File: src/rtl/men_wb.sv
// MEM->WB pipeline stage: registers the writeback payload, drives the register-bank
// write port, sources execute-stage forwarding and counts retired instructions.
module men_wb #(
   parameter int unsigned DATA_W = 16,
   parameter int unsigned REG_AW = 3
) (
   input  logic              clock,
   input  logic              reset,
   input  logic              Stall,
   input  logic              Flush,
   input  logic              Valido_Entrada,
   input  logic              BR_Hab_Escrita_Entrada,
   input  logic              controleMUX_WB,
   input  logic [REG_AW-1:0] Endereco_Destino,
   input  logic [DATA_W-1:0] Saida_ULA,
   input  logic [DATA_W-1:0] Saida_MemoriaDados,
   input  logic [REG_AW-1:0] Consulta_A,
   input  logic [REG_AW-1:0] Consulta_B,
   output logic              BR_Hab_Escrita,
   output logic [REG_AW-1:0] BR_Endereco,
   output logic [DATA_W-1:0] BR_Dado,
   output logic              Valido,
   output logic              Adiantar_A,
   output logic              Adiantar_B,
   output logic [15:0]       Contador_Retirados
);

   logic              valid_q;
   logic              we_q;
   logic              sel_q;
   logic [REG_AW-1:0] dest_q;
   logic [DATA_W-1:0] alu_q;
   logic [DATA_W-1:0] mem_q;
   logic [15:0]       count_q;

   // Flush only kills the control bits; the data words are don't-care in a bubble.
   always_ff @(posedge clock or posedge reset) begin
      if (reset) begin
         valid_q <= 1'b0;
         we_q    <= 1'b0;
         sel_q   <= 1'b0;
         dest_q  <= '0;
         alu_q   <= '0;
         mem_q   <= '0;
         count_q <= '0;
      end else if (Flush) begin
         valid_q <= 1'b0;
         we_q    <= 1'b0;
      end else if (!Stall) begin
         valid_q <= Valido_Entrada;
         we_q    <= BR_Hab_Escrita_Entrada;
         sel_q   <= controleMUX_WB;
         dest_q  <= Endereco_Destino;
         alu_q   <= Saida_ULA;
         mem_q   <= Saida_MemoriaDados;
         if (Valido_Entrada) begin
            count_q <= count_q + 16'd1;
         end
      end
   end

   logic wr_en;

   // Register 0 is hardwired zero: never written, never forwarded.
   always_comb begin
      wr_en              = valid_q & we_q & (dest_q != '0);
      BR_Hab_Escrita     = wr_en;
      BR_Endereco        = dest_q;
      BR_Dado            = sel_q ? mem_q : alu_q;
      Valido             = valid_q;
      Adiantar_A         = wr_en & (Consulta_A == dest_q);
      Adiantar_B         = wr_en & (Consulta_B == dest_q);
      Contador_Retirados = count_q;
   end

endmodule

File: config.mk
export PLATFORM = sky130hd
export DESIGN_NAME = men_wb
export DESIGN_NICKNAME = d
export VERILOG_FILES = /design/src/rtl/men_wb.sv
export SDC_FILE = /design/constraint.sdc
export NUM_CORES = 1
export LEC_CHECK = 0
export CAP_MARGIN = 20
export CORE_UTILIZATION = 49
export CTS_BUF_LIST = sky130_fd_sc_hd__clkbuf_8
export DETAILED_ROUTE_END_ITERATION = 10
export PLACE_DENSITY = 0.95
export SETUP_SLACK_MARGIN = 0.2
export SLEW_MARGIN = 40
export SYNTH_ARGS = -nofsm -noshare
export SYNTH_HDL_FRONTEND = slang
export SYNTH_SLANG_ARGS = --single-unit
File: constraint.sdc
create_clock -name clock -period 4.63 [get_ports clock]
set_input_delay 0.926 -clock clock [delete_from_list [all_inputs] [get_ports clock]]
set_output_delay 0.926 -clock clock [all_outputs]
set_load 0.02 [all_outputs]
==> metrics, run 1 <==
outcome=finished clean; setup violators final=0; vias in the first global route=1649; DRT iter0 DRCs=62; commonest non-fill, non-tap cell in the layout=clkdlybuf4s50_1; Initial Util=52.8%; crit share post-route=73.5%; worst hold path class=reg -> reg; startpoint types=input pin; Setup Buffers After CTS=0; Critical Path RT=3.70 ns; R2R cell count=4; layout cells sized above 1=24.8%; Die Footprint=5130 um^2; CTS root buf=clkbuf_8; insertion delay to the later sink of the worst-skew pair=0.30 ns; post-DP HPWL=3.45 mm; largest net degree at the start of global routing=55; gr ovfl total=0; count of state elements after synthesis=54; Post-CTS Hold Buffers=0; hold depth=1; PnR Total Power=1.27 mW; DR WL/cell=15.1 um; Post-DRT Antenna Nets=0; CP Class=in -> out; Critical Path AT=2.47 ns; syn_nets=219; f_max=294 MHz; antenna diode count=0; FP Rows=24; Sink Count=54; Worst Clk Skew=0.00514 ns; Setup crit end kind=primary output; Crit Path Max Fanout=1; DRC Markers=0; Final Core Density=75.8%; TritonCTS clock tree=done; min Tclk post-route=3.40 ns; peak supply drop=0.000236 V; warnings from Yosys=0; RePlAce Congestion=0.767; RSZ-0062 raised after global routing=no; first-pass iteration count of the detailed router=4; Die H=71.6 um; sequential area share after synthesis=56.9%; chip width=71.6 um; area of the core=4500 um^2; vias per cell=5.17; post_cts resized=0; GRT Total Usage=19.6%; relative slew slack=53.0%; final net count=306; H-tree lvl count=2; endpoints failing hold=0; most frequent cells in the layout=86 x clkdlybuf4s50_1, 54 x dfrtp_1, 53 x mux2_2; first-pass GRT wire length=7.84 mm; Slew Limit Fails=0; CTS Buffer Depth=2; detailed-route via count=1602; fill cell count=317; Synth cell types=19; Hold WS=0.476 ns; Syn Inst Count=170; TritonCTS buffer count=5; final wirelength=4.68 mm; Fin Setup TNS=0 ns; synth-to-layout area growth=43.8%; io pins=87; Least-Margin Pin Slew=0.705 ns; Pwr Density=372 nW/um^2; Leak=1.44 nW; Avg Inst Size Synth=14.0 um^2; initial antenna violation count=0; port buffer count=86; Reg clk slew, reported paths=0.09 ns; cell area after synthesis=2380 um^2; maxcap violations=0
cell usage after synthesis:
cell      instances  area share [%]
and2_1            2            0.53
and3_1            3            0.79
and4_1            3             1.1
and4bb_2          1            0.53
buf_2             6             1.3
clkbuf_1          1            0.16
dfrtp_1          54              57
ha_1              1            0.53
inv_1             2            0.32
mux2_2           53              25
mux2i_1           2            0.84
nand2_1           6            0.95
nand3_1           5             1.1
nand4_1           2            0.53
nor2_1            5            0.79
nor4_1            2            0.53
o311ai_0          1            0.37
xnor2_1          10             3.7
xor2_1           11             4.1
stage by stage:
stage	cell area, um^2	setup WS (ns)	instances
4_1_cts	3420	1.23	310
6_report	3420	1.23	310
3_3_place_gp	3280	1.26	301
2_1_floorplan	2380	1.93	170
3_5_place_dp	3310	1.23	302
5_1_grt	3420	1.15	310
registers in the layout, summed over array words and instances, names as in the netlist:
name / count
alu_q: 16
sel_q: 1
we_q: 1
mem_q: 16
BR_Endereco: 3
Contador_Retirados: 16
Valido: 1
kinds of logic after synthesis:
kind of cell,share of synthesized area [%]
AND/OR/NAND/NOR,6.79
multiplexers,26.0
XOR/XNOR,7.74
adder cells (fa/ha/maj),0.527
buffers and inverters,1.74
flip-flops,56.9
AO/OA/AOI/OAI,0.369
path summary, 6_finish.rpt:
| kind | startpoint | to | slack [ns] |
|---|---|---|---|
| setup / recovery | Consulta_A[1] | Adiantar_A | 1.23 |
| hold / removal | Contador_Retirados[15]$_DFFE_PP0P_ | Contador_Retirados[15]$_DFFE_PP0P_ | 0.48 |
| setup reg to reg | Contador_Retirados[2]$_DFFE_PP0P_ | Contador_Retirados[15]$_DFFE_PP0P_ | 3.27 |
| hold reg to reg | Contador_Retirados[15]$_DFFE_PP0P_ | Contador_Retirados[15]$_DFFE_PP0P_ | 0.48 |
| max in group asynchronous | reset | BR_Endereco[2]$_DFFE_PP0P_ | 3.14 |
| min in group asynchronous | reset | BR_Endereco[1]$_DFFE_PP0P_ | 1.07 |
report_power, final:
group          switching, mW  leakage, nW  internal (mW)
Clock                  0.144       0.0556          0.159
Sequential            0.0582        0.665          0.538
Combinational          0.151        0.718          0.220
final cells by class:
| class | instances | area, um^2 | area share (%) |
|---|---|---|---|
| Tap cell | 52 | 65.1 | 1.90 |
| Multi-Input combinational cell | 107 | 991 | 29.0 |
| Timing Repair Buffer | 87 | 888 | 26.0 |
| Clock inverter | 3 | 41.3 | 1.21 |
| Sequential cell | 54 | 1350 | 39.6 |
| Inverter | 2 | 10.0 | 0.293 |
| Clock buffer | 5 | 68.8 | 2.01 |
worst max-delay path, stage by stage:
cell and delay (ns):
clkdlybuf4s50_1 0.41, xor2_1 0.15, nor4_1 0.32, clkdlybuf4s50_1 0.67
per-layer routing:
| layer | track usage [%] | part of all wire, % | vias up |
|---|---|---|---|
| met5 | 0 | 0 | - |
| met4 | 4.58 | 0.53 | 0 |
| met3 | 6.05 | 7.1 | 4 |
| met2 | 32.7 | 48 | 63 |
| met1 | 25.4 | 44 | 763 |
| li1 | - | - | 772 |
No activity file was read; power rests on OpenSTA's default activity.
==> run 2, diff against run 1 <==
- CORE_UTILIZATION: 49 -> 41
- PLACE_DENSITY: 0.95 -> 0.9
- clock period: 4.63 -> 3.07 ns (I/O delays scaled with it)
==> metrics, run 2 (synthesis gave the netlist of run 1 again) <==
outcome=finished clean; Final Core Density=62.2%; Slew Limit Fails=0; peak supply drop=0.000356 V; f_max=362 MHz; first-pass iteration count of the detailed router=4; CP max-delay cell=clkdlybuf4s50_1; TritonCTS clock tree=done; CP bufs+invs=2; Worst Clk Skew=0.00130 ns; gr ovfl total=0; initial antenna violation count=0; insertion delay to the later sink of the worst-skew pair=0.30 ns; port buffer count=86; register cell area after layout=1350 um^2; maxcap violations=0; GRT Total Usage=16.7%; vias in the first global route=1690; post_cts resized=0; r2r endpoint=Contador_Retirados[15]$_DFFE_PP0P_; Clk network pwr share=23.9%; Reg clk slew, reported paths=0.09 ns; io pins=87; RePlAce Congestion=0.723; Least-Margin Pin Slew=0.713 ns; vias per cell=4.94; chip width=78.1 um; final net count=307; Die H=78.1 um; Post-CTS Hold Buffers=0; Multi-input gate area=991 um^2; TritonCTS buffer count=5; CP Class=in -> out; Setup Buffers After CTS=0; setup violators final=0; PnR Total Power=1.92 mW; DRT iter0 DRCs=38; crit-path max cell delay=0.66 ns; Critical Path RT=2.46 ns; worst hold path class=reg -> reg; commonest non-fill, non-tap cell in the layout=clkdlybuf4s50_1; H-tree lvl count=2; Crit Path Max Fanout=1; CTS root buf=clkbuf_8; Reg power frac=46.8%; detailed-route via count=1635; cell area after layout=3450 um^2; layout cells sized above 1=24.7%; Leak=1.45 nW; Pwr Density=557 nW/um^2; crit-path leading delay family=buffers and inverters; min Tclk post-route=2.76 ns; Sink Count=54; Initial Util=42.9%; antenna diode count=0; R2R cell count=4; Sw Ratio=28.0%; hold depth=1; most used cell along the critical path=clkdlybuf4s50_1; fin worst setup slack=0.310 ns; FP Rows=27; CTS Buffer Depth=2; Setup crit start=Consulta_B[1]; relative slew slack=52.5%; area post-placement=3340 um^2; final wirelength=4.76 mm; endpoints failing hold=0; Hold Crit Endpoint=Contador_Retirados[15]$_DFFE_PP0P_; logic gate share of total power=29.3%; RSZ-0062 raised after global routing=no; DRC Markers=0; Hold Crit Start=Contador_Retirados[15]$_DFFE_PP0P_; area of the core=5540 um^2; Die Footprint=6100 um^2; r2r setup slk=1.69 ns; sw power=0.537 mW; Placement Setup Slack=0.281 ns; r2r startpoint=Contador_Retirados[2]$_DFFE_PP0P_; most frequent cells in the layout=86 x clkdlybuf4s50_1, 54 x dfrtp_1, 53 x mux2_2; Fin Setup TNS=0 ns; largest net degree at the start of global routing=55; startpoint types=input pin; Post-DRT Antenna Nets=0; post-DP HPWL=3.50 mm; crit path cell chain=clkdlybuf4s50_1 -> xor2_1 -> nor4_1 -> clkdlybuf4s50_1; DR WL/cell=14.4 um; first-pass GRT wire length=7.86 mm; synth-to-layout area growth=45.1%; crit share post-route=89.9%; Critical Path AT=2.15 ns; Internal Power=1.38 mW; Setup crit end kind=primary output; fill cell count=452
==> run 2: metal layers <==
metal,up-vias,GRT usage [%],share of wire [%]
met1,797,19.4,42
li1,772,-,-
met5,-,0,0
met4,0,5.74,1.1
met3,5,4.77,6.8
met2,61,29.3,50
==> run 2: worst register-to-register path, cell delays in order, from the launching register on <==
cell      delay (ns)
dfrtp_1         0.39
and4bb_2        0.28
and4_1          0.32
nand4_1         0.14
xnor2_1         0.15
==> run 2: cell type report <==
| cell class | count | area share (%) |
|---|---|---|
| inverter | 2 | 0.218 |
| clock buffer | 5 | 2.00 |
| clock inverter | 3 | 1.09 |
| tap | 72 | 2.61 |
| sequential | 54 | 39.2 |
| timing repair buffer | 88 | 26.1 |
| multi-input combinational | 107 | 28.7 |
==> run 2: per-stage QoR <==
| step | hold slack, ns | cells |
|---|---|---|
| floorplan | 0.475 | 170 |
| global placement | 0.462 | 323 |
| global route | 0.503 | 331 |
| CTS | 0.496 | 331 |
| detailed placement | 0.483 | 323 |
| finish | 0.492 | 331 |
==> run 2: power by group through the flow <==
stage | clock network [mW] | registers, mW | logic [mW]
final | 0.459 | 0.898 | 0.563
after global routing | 0.504 | 0.917 | 0.603
after CTS | 0.475 | 0.901 | 0.571
after detailed placement | 0 | 0.915 | 0.568
after global placement | 0 | 0.909 | 0.557
after floorplan | 0 | 0.928 | 0.272
==> run 2: worst max path at each step <==
stage / to / cells past startpoint
after floorplan: Adiantar_A / 2
after global placement: Adiantar_A / 4
after detailed placement: Adiantar_B / 4
after CTS: Adiantar_B / 3
after global routing: Adiantar_B / 3
final: Adiantar_B / 4
==> run 3, diff against run 2 <==
- CORE_UTILIZATION: 41 -> 49
- PLACE_DENSITY: 0.9 -> 0.95
- REMOVE_ABC_BUFFERS: default -> 1
- clock period: 3.07 -> 3.2 ns (I/O delays scaled with it)
==> metrics, run 3 (synthesis gave the netlist of run 1 again) <==
outcome=finished clean; initial antenna violation count=0; post_cts resized=0; Pwr Density=529 nW/um^2; antenna diode count=0; maxcap violations=0; Critical Path RT=2.56 ns; gr ovfl total=0; startpoint types=input pin; crit share post-route=87.1%; Sink Count=54; Post-DRT Antenna Nets=0; crit path cell chain=clkdlybuf4s50_1 -> xor2_1 -> nor4_1 -> clkdlybuf4s50_1; most frequent cells in the layout=86 x clkdlybuf4s50_1, 54 x dfrtp_1, 53 x mux2_2; Fin Setup TNS=0 ns; Initial Util=52.8%; r2r startpoint=Contador_Retirados[2]$_DFFE_PP0P_; Die H=71.6 um; Least-Margin Pin Slew=0.692 ns; FP Rows=24; area post-placement=3300 um^2; relative slew slack=53.8%; setup violators final=0; detailed-route via count=1627; vias per cell=5.21; final wirelength=4.97 mm; most used cell along the critical path=clkdlybuf4s50_1; chip width=71.6 um; TritonCTS buffer count=5; worst hold path class=reg -> reg; crit path to=Adiantar_A; Final Core Density=75.3%; TritonCTS clock tree=done; Leak=1.44 nW; Placement Setup Slack=0.406 ns; DRC Markers=0; PnR Total Power=1.80 mW; GRT Total Usage=21.0%; post-DP HPWL=3.66 mm; CP Class=in -> out; first-pass iteration count of the detailed router=4; fin worst setup slack=0.413 ns; R2R cell count=4; layout cells sized above 1=25.4%; Critical Path AT=2.15 ns; largest net degree at the start of global routing=55; synth-to-layout area growth=42.8%; final net count=308; cell area after layout=3390 um^2; Hold Crit Start=Contador_Retirados[15]$_DFFE_PP0P_; Die Footprint=5130 um^2; port buffer count=86; endpoints failing hold=0; Layout Cells excl Fill=312; Setup crit end kind=primary output; Inst Count DP=304; insertion delay to the later sink of the worst-skew pair=0.30 ns; Setup Buffers After CTS=0; r2r endpoint=Contador_Retirados[12]$_DFFE_PP0P_; f_max=359 MHz; CP Depth=4; crit-path max cell delay=0.66 ns; Hold WS=0.489 ns; area of the core=4500 um^2; DR WL/cell=15.9 um; Crit Path Max Fanout=1; min Tclk post-route=2.79 ns; RePlAce Congestion=0.704; CTS Buffer Depth=2; io pins=87; Setup crit start=Consulta_A[1]; r2r setup slk=1.82 ns; DRT iter0 DRCs=70; Worst Clk Skew=0.00900 ns; crit-path leading delay family=buffers and inverters; Post-CTS Hold Buffers=0; H-tree lvl count=2; first-pass GRT wire length=8.25 mm; CTS root buf=clkbuf_8; CP bufs+invs=2; Reg clk slew, reported paths=0.10 ns; commonest non-fill, non-tap cell in the layout=clkdlybuf4s50_1; peak supply drop=0.000340 V; vias in the first global route=1723; Slew Limit Fails=0; CP max-delay cell=clkdlybuf4s50_1; RSZ-0062 raised after global routing=no
==> run 3: changes by cell type in the layout (fill, tap and decap cells not counted), sizes merged <==
cell    delta
bufinv     -1
buf        +1
clkbuf     +1
==> run 3: power by group <==
group	internal (mW)	leakage, nW	switching (mW)
combinational	0.317	0.721	0.221
clock	0.176	0.0530	0.216
sequential	0.779	0.665	0.0864
total	1.27	1.44	0.523
==> run 3: worst min-delay path by stage <==
stage	end	cells past startpoint
final	Contador_Retirados[15]$_DFFE_PP0P_	1
after global routing	Contador_Retirados[2]$_DFFE_PP0P_	1
after CTS	Contador_Retirados[2]$_DFFE_PP0P_	1
after detailed placement	Contador_Retirados[2]$_DFFE_PP0P_	1
after global placement	Contador_Retirados[15]$_DFFE_PP0P_	1
after floorplan	mem_q[0]$_DFFE_PP0P_	1
==> run 3: worst register-to-register path: cells and delay by family (launching register included) <==
family,cells,cell delay [ns]
flip-flops,1,0.39
AND/OR/NAND/NOR,3,0.79
XOR/XNOR,1,0.14
==> run 3: area by class of cell <==
class	instances	area (um^2)
flip-flops and latches	54	1350
fillers	310	1110
multi-input cells	107	991
repair buffers	89	883
clock buffers	6	82.6
well taps	52	65.1
clock inverters	2	12.5
inverters	2	7.51
==> run 3: per-layer routing <==
layer | global-route usage [%] | up-vias | wire length [um]
met5 | 0 | - | 0
met2 | 35.5 | 56 | 2550
li1 | - | 772 | -
met4 | 4.58 | 0 | 40
met1 | 26.3 | 793 | 2030
met3 | 6.89 | 6 | 342
==> edit 1 (settings of run 3) <==
Make the reset (`reset`) synchronous in one clocked block.
--- a/src/rtl/men_wb.sv
+++ b/src/rtl/men_wb.sv
@@ -34,7 +34,7 @@
    logic [15:0]       count_q;
 
    // Flush only kills the control bits; the data words are don't-care in a bubble.
-   always_ff @(posedge clock or posedge reset) begin
+   always_ff @(posedge clock) begin
       if (reset) begin
          valid_q <= 1'b0;
          we_q    <= 1'b0;
Check against the original RTL: differs if reset is asserted again (counterexample within 4 cycles, from zero or initial values and one cycle with reset high); with reset held inactive, the same outputs for 10 cycles.
==> edit 1 against run 3 <==
- the flow now finishes with violations (DRC)
- sequential cell count did not move
- non-clock buffer count did not move
- synthesized area fell by 3.2%
- wire length rose by 10%
- cell count rose by 30%
- final area fell by 3.5%
- worst setup slack got worse by 58 ps
- highest routed layer unchanged
Power is not compared: it rests on default switching activity, and its combinational part moved more than twofold at a synthesized area within 25%.
==> edit 1: results (changes against run 3) <==
\begin{tabular}{lr}
\hline
Metric & Value \\
\hline
\multicolumn{2}{l}{\textbf{Status}} \\
\quad Outcome & finished with violations \\
\quad Violated checks & DRC \\
\multicolumn{2}{l}{\textbf{Setup path}} \\
\quad Data arrival time of the critical path & 2210 ps (+60 ps) \\
\quad Reg-to-reg startpoint & Contador\_Retirados[0]\$\_SDFFE\_PP0P\_ \\
\multicolumn{2}{l}{\textbf{STA}} \\
\quad Post-Route Skew & 13.2 ps (+4.18 ps) \\
\quad Transition at the pin with the smallest max-transition slack & 622 ps (-70.4 ps) \\
\multicolumn{2}{l}{\textbf{Global routing}} \\
\quad Met1 routing resource usage after global routing & 26.6\% (+0.33 points) \\
\quad Met2 capacity usage during global routing & 39.9\% (+4.4 points) \\
\quad Antenna violations before repair & 0 (unchanged) \\
\quad Grt met3 use & 6.20\% (-0.69 points) \\
\quad Overall track demand over capacity in global routing & 22.6\% (+1.7 points) \\
\quad Number of global-route vias before repair & 1995 (+16\%) \\
\quad Global-route wire length before repair & 8.86 mm (+7.4\%) \\
\multicolumn{2}{l}{\textbf{Layout}} \\
\quad Final cell count without fillers & 406 (+30\%) \\
\quad Ratio of cells with drive above 1 in the final layout & 8.47\% (-17 points) \\
\multicolumn{2}{l}{\textbf{Placed design}} \\
\quad Post-Place Cell Area & 3170 sq um (-3.9\%) \\
\quad Final HPWL from detailed placement & 3.74 mm (+2.3\%) \\
\quad Global placer's final weighted congestion & 0.853 (+21\%) \\
\multicolumn{2}{l}{\textbf{Synthesis}} \\
\quad Number of synthesis warnings & 0 (unchanged) \\
\quad Cell types occupying the most area after synthesis & sky130\_fd\_sc\_hd\_\_dfxtp\_1 47\%, sky130\_fd\_sc\_hd\_\_nand2\_1 13\%, sky130\_fd\_sc\_hd\_\_a21oi\_1 8.9\% \\
\quad Number of instances in the synthesized netlist & 277 (+63\%) \\
\quad Share of synthesized registers carrying an async set or reset & 0\% (-100 points) \\
\quad Primary FF master, synth & sky130\_fd\_sc\_hd\_\_dfxtp\_1 \\
\quad Most frequent cells after synthesis & 78 x sky130\_fd\_sc\_hd\_\_nand2\_1, 54 x sky130\_fd\_sc\_hd\_\_dfxtp\_1, 41 x sky130\_fd\_sc\_hd\_\_a21oi\_1 \\
\multicolumn{2}{l}{\textbf{Clock tree}} \\
\quad Buffer type at the clock tree root & sky130\_fd\_sc\_hd\_\_clkbuf\_8 \\
\quad Post-CTS resize count & 0 (unchanged) \\
\quad Post-CTS Setup Bufs & 0 (unchanged) \\
\multicolumn{2}{l}{\textbf{Detailed routing}} \\
\quad Routed wirelength normalized by instance count & 13.5 um (-15\%) \\
\quad Starting DRT DRC Count & 99 (+41\%) \\
\quad DRC violation count after routing & 14 (+14) \\
\quad Avg Vias per Cell & 5.29 (+1.5\%) \\
\quad Drt pass-1 iters & 7 (+3) \\
\multicolumn{2}{l}{\textbf{Hold path}} \\
\quad Hold Crit Start & mem\_q[8]\$\_SDFFE\_PP0P\_ \\
\hline
\end{tabular}
-- edit 1: cell count changes in the layout (fill, tap and decap cells not counted), moves of 4 or more --
| cell | run 3 | this run |
|---|---|---|
| sky130_fd_sc_hd__nand2_1 | 6 | 78 |
| sky130_fd_sc_hd__dfrtp_1 | 54 | 0 |
| sky130_fd_sc_hd__dfxtp_1 | 0 | 54 |
| sky130_fd_sc_hd__a21oi_1 | 0 | 41 |
| sky130_fd_sc_hd__mux2_2 | 53 | 16 |
| sky130_fd_sc_hd__nor2_1 | 4 | 11 |
| sky130_fd_sc_hd__nor3_1 | 0 | 4 |
| sky130_fd_sc_hd__xnor2_1 | 10 | 6 |
-- edit 1: layer usage --
layer / up-vias / share of wire [%]
li1: 1082 / -
met1: 995 / 42
met2: 63 / 51
met3: 9 / 6.3
met4: 0 / 1.3
met5: - / 0
-- edit 1: per-stage QoR --
stage,power [mW],setup slack [ps]
after floorplan,0.794,1060
after detailed placement,0.907,340
after global placement,0.901,391
final,1.33,355
after CTS,1.35,342
after global routing,1.39,297
-- edit 1: power by group through the flow --
stage	clock, mW	combinational, mW	sequential, mW
6_report	0.443	0.183	0.708
5_1_grt	0.485	0.198	0.711
4_1_cts	0.454	0.184	0.708
3_5_place_dp	0	0.183	0.724
3_3_place_gp	0	0.180	0.722
2_1_floorplan	0	0.0687	0.725
-- edit 1: logic make-up (layout without fill, tap and decap cells) --
family	after synthesis	after routing	share of synthesized area, %
flops	54	54	47.0
mux	18	18	8.71
fa+ha+maj	1	1	0.544
compound gates	46	46	10.3
simple gates	121	121	23.3
buf+inv	20	97	3.64
xor+xnor	17	17	6.47
-- edit 1: final cells by class --
class / instances / area (sq um)
fill: 344 / 1170
clock inverter: 2 / 38.8
multi-input combinational: 203 / 1140
timing repair buffer: 89 / 881
inverter: 1 / 3.75
sequential: 54 / 1080
clock buffer: 5 / 68.8
tap: 52 / 65.1
-- edit 1: worst paths after layout --
check / cells after the start / slack (ps) / end
setup / recovery: 4 / 350 / Adiantar_A
hold / removal: 2 / 460 / mem_q[8]$_SDFFE_PP0P_
setup reg to reg: 6 / 1300 / Contador_Retirados[14]$_SDFFE_PP0P_
hold reg to reg: 2 / 460 / mem_q[8]$_SDFFE_PP0P_
-- edit 1: worst register-to-register path, delay by kind of cell (launching register included) --
family | cells | cell delay (ps)
simple gates | 3 | 860
flops | 1 | 430
buf+inv | 1 | 230
compound gates | 1 | 130
fa+ha+maj | 1 | 170
==> edit 2 (config.mk and constraints of run 3) <==
Without the edit above. `DATA_W`: 16 -> 20.
--- a/src/rtl/men_wb.sv
+++ b/src/rtl/men_wb.sv
@@ -1,7 +1,7 @@
 // MEM->WB pipeline stage: registers the writeback payload, drives the register-bank
 // write port, sources execute-stage forwarding and counts retired instructions.
 module men_wb #(
-   parameter int unsigned DATA_W = 16,
+   parameter int unsigned DATA_W = 20,
    parameter int unsigned REG_AW = 3
 ) (
    input  logic              clock,
Ports: changed (resized BR_Dado, Saida_MemoriaDados and Saida_ULA); port bits go from 87 to 99. No check against the original RTL was run, so the function may have changed too.
==> edit 2 against run 3 <==
- sequential share of layout area down 1.2 points
- total power increased by 23%
- sequential power grew 15%
- synthesized area rose by 16%
- critical endpoint unchanged
- combinational power increased by 20%
- final area rose by 18%
- synthesized cell count increased by 14%
- worst setup slack lost 86 ps
- sequential cell count increased by 8
- maximum frequency shrank 3.0%
- wire length is 21% higher
- global-route usage is 0.88 points higher
- utilization grew 1.3 points
==> edit 2: results (changes against run 3) <==
\begin{tabular}{lr}
\hline
Metric & Value \\
\hline
\multicolumn{2}{l}{\textbf{Status}} \\
\quad Outcome & completed \\
\multicolumn{2}{l}{\textbf{Power and ir drop}} \\
\quad Leak & 1.72 nW (+20\%) \\
\quad Worst voltage drop across the vdd grid & 0.528 mV (+55\%) \\
\multicolumn{2}{l}{\textbf{Placed design}} \\
\quad Global placer's final weighted congestion & 0.726 (+3.2\%) \\
\quad Final HPWL from detailed placement & 4.25 mm (+16\%) \\
\quad Port bufs & 98 (+14\%) \\
\quad Post-Place Cell Area & 3850 sq um (+17\%) \\
\multicolumn{2}{l}{\textbf{Synthesis}} \\
\quad Sequential cell area fraction in the yosys report & 56.5\% (-0.35 points) \\
\quad Most frequent cells after synthesis & 65 x sky130\_fd\_sc\_hd\_\_mux2\_2, 62 x sky130\_fd\_sc\_hd\_\_dfrtp\_1, 16 x sky130\_fd\_sc\_hd\_\_xor2\_1 \\
\quad Cell types occupying the most area after synthesis & sky130\_fd\_sc\_hd\_\_dfrtp\_1 57\%, sky130\_fd\_sc\_hd\_\_mux2\_2 27\%, sky130\_fd\_sc\_hd\_\_xor2\_1 5.1\% \\
\multicolumn{2}{l}{\textbf{Detailed routing}} \\
\quad Routed wirelength normalized by instance count & 16.2 um (+2.0\%) \\
\quad Drt pass-1 iters & 4 (unchanged) \\
\quad Starting DRT DRC Count & 62 (-11\%) \\
\quad Avg Vias per Cell & 5.11 (-1.9\%) \\
\multicolumn{2}{l}{\textbf{Clock tree}} \\
\quad CTS HTree Levels & 3 (+1) \\
\quad Number of buffers inserted during clock tree synthesis & 9 (+4) \\
\quad Clock Pin Slew Worst Setup and Hold Paths & 60 ps (-40 ps) \\
\quad Clock insertion delay at the later pin of the skew report & 330 ps (+30 ps) \\
\multicolumn{2}{l}{\textbf{Global routing}} \\
\quad Global-route wire length before repair & 9.80 mm (+19\%) \\
\quad Antenna violations before repair & 0 (unchanged) \\
\quad Pin count of the biggest net entering global routing & 42 (-24\%) \\
\quad Overall track demand over capacity in global routing & 21.8\% (+0.88 points) \\
\multicolumn{2}{l}{\textbf{Setup path}} \\
\quad Data arrival time of the critical path & 2230 ps (+80 ps) \\
\multicolumn{2}{l}{\textbf{STA}} \\
\quad Post-Route Skew & 4.62 ps (-4.38 ps) \\
\quad Transition at the pin with the smallest max-transition slack & 640 ps (-52.3 ps) \\
\multicolumn{2}{l}{\textbf{Layout}} \\
\quad Count of filler cells inserted in the layout & 339 (+9.4\%) \\
\quad Ratio of cells with drive above 1 in the final layout & 29.2\% (+3.9 points) \\
\quad Fin nets & 356 (+16\%) \\
\hline
\end{tabular}
edit 2: cells by family (layout without fill, tap and decap cells):
kind of cell / after synthesis / in the layout / synth area share [%]
buffers and inverters: 10 / 118 / 1.55
and+or+nand+nor: 31 / 31 / 7.06
xor gates and xnor gates: 21 / 21 / 6.70
DFF: 62 / 62 / 56.5
AOI/OAI and AO/OA: 1 / 1 / 0.319
adders and majority gates: 1 / 1 / 0.456
muxes: 67 / 67 / 27.4
edit 2: per-layer routing:
metal / vias up / part of all wire [%] / global-route usage (%)
li1: 886 / - / -
met3: 9 / 7.0 / 6.90
met5: - / 0 / 0
met4: 0 / 1.4 / 7.50
met2: 72 / 50 / 37.3
met1: 930 / 41 / 25.8
edit 2: cell type report:
class / instances / share of cell area (%)
well taps: 70 / 2.18
multi-input cells: 121 / 28.8
inverters: 4 / 0.374
clock inverters: 2 / 0.249
repair buffers: 101 / 25.9
clock buffers: 11 / 3.77
flip-flops and latches: 62 / 38.7
edit 2: worst max-delay path, cell delays in order:
cell	delay (ps)
sky130_fd_sc_hd__clkdlybuf4s50_1	420
sky130_fd_sc_hd__xor2_1	150
sky130_fd_sc_hd__nor4_1	350
sky130_fd_sc_hd__clkdlybuf4s50_1	680
edit 2: report_power, final:
part	internal [mW]	switching, mW	total (mW)
sequential	0.896	0.0960	0.992
clock	0.307	0.266	0.573
combinational	0.378	0.270	0.648
total	1.58	0.632	2.21
edit 2: worst paths after layout:
| check | cells after the start | from | end | slack [ps] |
|---|---|---|---|---|
| worst min register to register | 1 | Contador_Retirados[15]$_DFFE_PP0P_ | Contador_Retirados[15]$_DFFE_PP0P_ | 500 |
| worst max register to register | 4 | Contador_Retirados[4]$_DFFE_PP0P_ | Contador_Retirados[14]$_DFFE_PP0P_ | 1760 |
| worst min-delay path | 1 | Contador_Retirados[15]$_DFFE_PP0P_ | Contador_Retirados[15]$_DFFE_PP0P_ | 500 |
| max in group asynchronous | 3 | reset | mem_q[13]$_DFFE_PP0P_ | 1880 |
| worst max-delay path | 4 | Consulta_A[1] | Adiantar_A | 330 |
| min in group asynchronous | 2 | reset | Contador_Retirados[1]$_DFFE_PP0P_ | 710 |
edit 2: through the flow:
step	std cells	utilization [%]	total power, mW	setup WS [ps]	hold WS (ps)
global route	371	76.6	2.32	281	503
detailed placement	358	73.5	1.66	424	486
global placement	358	73.5	1.63	449	454
finish	371	76.6	2.21	327	497
floorplan	187	-	1.33	711	475
CTS	371	76.6	2.24	361	498
